`config.mk`:
```
export PLATFORM = sky130hd
export DESIGN_NAME = sync_fifo_prog
export DESIGN_NICKNAME = d
export VERILOG_FILES = /design/src/rtl/sync_fifo_prog.sv
export SDC_FILE = /design/constraint.sdc
export NUM_CORES = 1
export LEC_CHECK = 0
export CORE_UTILIZATION = 40
export CTS_CLUSTER_SIZE = 8
export DETAILED_ROUTE_END_ITERATION = 16
export HOLD_SLACK_MARGIN = 0.1
export PLACE_DENSITY = 0.6
export RECOVER_POWER = 25
export SYNTH_ARGS = -nofsm -noshare
export SYNTH_HDL_FRONTEND = slang
export SYNTH_SLANG_ARGS = --single-unit
```
`constraint.sdc`:
```
create_clock -name clk -period 4.08 [get_ports clk]
set_input_delay 0.816 -clock clk [delete_from_list [all_inputs] [get_ports clk]]
set_output_delay 0.816 -clock clk [all_outputs]
set_load 0.02 [all_outputs]
```
`src/rtl/sync_fifo_prog.sv`:
```
// Single-clock FIFO with occupancy count, programmable almost flags, error pulses and optional FWFT read.
// Read latency is one edge for standard mode and zero for FWFT. Writes are rejected when full unless a read pops in the same cycle.
module sync_fifo_prog #(
  parameter int WIDTH     = 8,
  parameter int DEPTH     = 16,
  parameter int FWFT      = 0,
  parameter int AF_THRESH = 12,
  parameter int AE_THRESH = 4
) (
  input  logic                     clk,
  input  logic                     rst,
  input  logic                     wr_en,
  input  logic [WIDTH-1:0]         data_in,
  input  logic                     rd_en,
  output logic [WIDTH-1:0]         data_out,
  output logic                     fifo_empty,
  output logic                     fifo_full,
  output logic                     almost_full,
  output logic                     almost_empty,
  output logic [$clog2(DEPTH):0]   data_count,
  output logic                     overflow,
  output logic                     underflow
);

  localparam int AW = $clog2(DEPTH);
  localparam int CW = AW + 1;

  logic [WIDTH-1:0] mem_q [DEPTH];
  logic [AW-1:0]    wr_ptr_q, wr_ptr_d;
  logic [AW-1:0]    rd_ptr_q, rd_ptr_d;
  logic [CW-1:0]    count_q, count_d;
  logic             overflow_q, overflow_d;
  logic             underflow_q, underflow_d;
  logic             rd_ok, wr_ok;

  // Every flag is decoded from the registered count so they all move together.
  assign fifo_empty   = (count_q == '0);
  assign fifo_full    = (count_q == CW'(DEPTH));
  assign almost_full  = (count_q >= CW'(AF_THRESH));
  assign almost_empty = (count_q <= CW'(AE_THRESH));
  assign data_count   = count_q;
  assign overflow     = overflow_q;
  assign underflow    = underflow_q;

  always_comb begin
    rd_ok       = rd_en & ~fifo_empty;
    // A pop in the same cycle frees a slot, so a full FIFO can still accept.
    wr_ok       = wr_en & (~fifo_full | rd_ok);
    wr_ptr_d    = wr_ok ? wr_ptr_q + AW'(1) : wr_ptr_q;
    rd_ptr_d    = rd_ok ? rd_ptr_q + AW'(1) : rd_ptr_q;
    count_d     = count_q + CW'(wr_ok) - CW'(rd_ok);
    overflow_d  = wr_en & ~wr_ok;
    underflow_d = rd_en & ~rd_ok;
  end

  always_ff @(posedge clk or posedge rst) begin
    if (rst) begin
      wr_ptr_q    <= '0;
      rd_ptr_q    <= '0;
      count_q     <= '0;
      overflow_q  <= 1'b0;
      underflow_q <= 1'b0;
    end else begin
      wr_ptr_q    <= wr_ptr_d;
      rd_ptr_q    <= rd_ptr_d;
      count_q     <= count_d;
      overflow_q  <= overflow_d;
      underflow_q <= underflow_d;
    end
  end

  always_ff @(posedge clk) begin
    if (wr_ok) mem_q[wr_ptr_q] <= data_in;
  end

  if (FWFT != 0) begin : g_fwft
    assign data_out = fifo_empty ? '0 : mem_q[rd_ptr_q];
  end else begin : g_std
    logic [WIDTH-1:0] dout_q;
    // Nonblocking read of the same slot being written when full yields the old word.
    always_ff @(posedge clk or posedge rst) begin
      if (rst)        dout_q <= '0;
      else if (rd_ok) dout_q <= mem_q[rd_ptr_q];
    end
    assign data_out = dout_q;
  end

endmodule

```
==> reports/results.txt <==
Finish-stage setup viols: 0
first-pass GRT wire length: 18.1 mm
H-tree depth: 4
EDFF count, synth: 128
Max Buffers Root-to-Sink: 2
status: finished, final reports clean
Syn Std Cell Area: 6300 µm²
clock network power share: 0.279
crit-path cells: inv_1 -> ha_1 -> or4b_4 -> inv_1 -> clkdlybuf4s50_1
post-cts sizing count: 0
count of max-cap constraint violations: 0
WL final: 11.7 mm
share of the synthesized area in the top cell type: 0.610
initial antenna violation count: 0
Power Internal: 3490 µW
n_diodes: 0
Reg clk slew, reported paths: 60 ps
GP Congestion: 0.754
via density per instance: 5.18
I/O pins: 31
Setup TNS: 0 ps
predominant post-synthesis flop cell: edfxtp_1
Critical Path End: fifo_empty
root buf cell: clkbuf_16
drt pass-1 iters: 4
die area: 16300 µm²
r2r setup slk: 1320 ps
post-layout min period: 3440 ps
Final period util: 0.842
antenna viol nets, final: 0
sw frac: 0.303
Slew Viols, Final: 0
ys async rst share: 0.152
Final HPWL DP: 7.44 mm
First DRT Iteration DRCs: 194
leading area contributor after synthesis: edfxtp_1
Syn Inst Count: 314
Unique masters post-synth: 37
critical path fanouts, max: 12
CP Data Arrival Time: 2620 ps
slew margin rel.: 0.273
RSZ-0062 raised after global routing: false
Comb power frac: 0.287
HP Class: flip-flop to flip-flop
sequential share of the synthesized area: 0.701
CP Capture Type: output pin
Post-Route Skew: 5.08 ps
CORE AREA: 15300 µm²
Hold Vio Cnt, Final: 0
final setup margin: 644 ps
Syn Nets: 341
worst vdd ir: 0.355 mV
most numerous cell in the Yosys netlist: edfxtp_1
CTS tree: built
R2R Path End: data_count[4]$_DFF_PP0_
Filler cells: 1333
CP Launch Type: flip-flop
num rows: 45
Initial Util: 0.412
FF+latch count, synth: 151
Pwr Density: 686 nW/µm²
CTS Hold Bufs: 0
layout cells sized above 1: 0.134
GRT overflow: 0
Leakage: 0.00261 µW
DR DRC count: 0
Critical Path Max Stage Delay: 670 ps
area occupied by multi-input gates: 1650 µm²
Synth Warn #: 0
sequential cell area: 4420 µm²
Post-CTS Setup Inserts: 0
kind of critical path: flip-flop to output pin
die width: 128 µm
R2R cell count: 10
total track usage: 0.158
Area Growth Syn to Fin: 15.8%
worst r2r src: data_count[3]$_DFF_PP0_
NumNets Final: 387
Max Freq: 0.291 GHz
largest net degree at the start of global routing: 24
Seq pwr share: 0.434
Crit. Startpoint: data_count[3]$_DFF_PP0_
Most common cell on crit path: inv_1
pre-CTS WS: 947 ps
number of global-route vias before repair: 3082
Commonest cells post-synth: 128 x edfxtp_1, 26 x mux4_1, 23 x dfrtp_1, 17 x mux2i_1
syn_area_per_cell: 20.1 µm²
clock sinks: 151
Slowest cell on crit path: clkdlybuf4s50_1
PortBufs: 30
clk_lat worst skew: 410 ps
CTS Buf Count: 17
average wire per standard cell: 20.0 µm
synth top area cells: edfxtp_1 61%, mux4_1 11%, dfrtp_1 9.1%, ha_1 2.8%, mux2i_1 2.7%
DR vias: 3026
Die Y: 128 µm
slew of the pin with the lowest slew margin: 1090 ps
Net Sw Power: 1520 µW
Worst EP required: 3260 ps
logic make-up after synthesis:
family / share of synthesized area
buffers and inverters: 0.0371
flip-flops: 0.701
AO/OA/AOI/OAI: 0.0314
adder cells (fa/ha/maj): 0.0310
AND/OR/NAND/NOR: 0.0266
XOR/XNOR: 0.0125
multiplexers: 0.160
power groups by stage:
stage	clock [µW]	combinational, µW	sequential, µW
3_3_place_gp	0	1450	2210
4_1_cts	1420	1460	2180
5_1_grt	1480	1560	2210
6_report	1400	1440	2170
3_5_place_dp	0	1460	2210
2_1_floorplan	0	1120	2110
flip-flops by register name, summed over array words and instances (netlist names):
signal      cells
data_out        8
underflow       1
rd_ptr_q        4
data_count      5
wr_ptr_q        4
mem_q         128
overflow        1
cells in the final DEF (no fill, tap or decap), types with 9 or more instances in the layout:
master | synthesis | layout
clkbuf_16 | 0 | 17
o21ai_0 | 9 | 9
nor2_1 | 14 | 14
edfxtp_1 | 128 | 128
mux4_1 | 26 | 26
clkdlybuf4s50_1 | 0 | 24
mux2i_1 | 17 | 17
buf_4 | 0 | 14
ha_1 | 14 | 14
inv_1 | 10 | 10
dfrtp_1 | 23 | 23
worst min-delay path by stage:
stage / startpoint / depth (start not counted) / endpoint
finish: rd_ptr_q[3]$_DFFE_PP0N_ / 1 / rd_ptr_q[3]$_DFFE_PP0N_
global route: rd_ptr_q[3]$_DFFE_PP0N_ / 1 / rd_ptr_q[3]$_DFFE_PP0N_
CTS: rd_ptr_q[3]$_DFFE_PP0N_ / 1 / rd_ptr_q[3]$_DFFE_PP0N_
detailed placement: rd_ptr_q[3]$_DFFE_PP0N_ / 1 / rd_ptr_q[3]$_DFFE_PP0N_
global placement: rd_ptr_q[3]$_DFFE_PP0N_ / 1 / rd_ptr_q[3]$_DFFE_PP0N_
floorplan: rd_ptr_q[3]$_DFFE_PP0N_ / 1 / rd_ptr_q[3]$_DFFE_PP0N_
metal layers:
| layer | track usage | vias to the layer above | wire length [µm] |
|---|---|---|---|
| met5 | 0 | - | 0 |
| met4 | 0.0742 | 0 | 174 |
| met3 | 0.0322 | 12 | 352 |
| met2 | 0.258 | 63 | 5940 |
| met1 | 0.204 | 1576 | 5220 |
| li1 | - | 1375 | - |
metrics by stage:
stage / total power [µW] / std cells / hold WS (ps) / cell area [µm²] / util
final: 5000 / 584 / 505 / 7300 / 0.477
after CTS: 5070 / 584 / 508 / 7300 / 0.477
after global routing: 5260 / 584 / 552 / 7300 / 0.477
after detailed placement: 3670 / 552 / 493 / 6780 / 0.442
after global placement: 3650 / 552 / 498 / 6780 / 0.442
after floorplan: 3240 / 314 / 456 / 6300 / -
final cells by class:
type,instances,share of cell area
clock buffer,20,0.0598
clock inverter,12,0.0118
inverter,10,0.00514
multi-input combinational,136,0.226
sequential,151,0.605
tap,211,0.0362
timing repair buffer,44,0.0555
critical path, delay by kind of cell (launching register included):
| kind | cells | cell delay [ps] |
|---|---|---|
| buffers and inverters | 3 | 1100 |
| adders and majority gates | 1 | 180 |
| and+or+nand+nor | 1 | 510 |
| DFF | 1 | 410 |
Note: power is estimated with default switching activity, not from simulation.
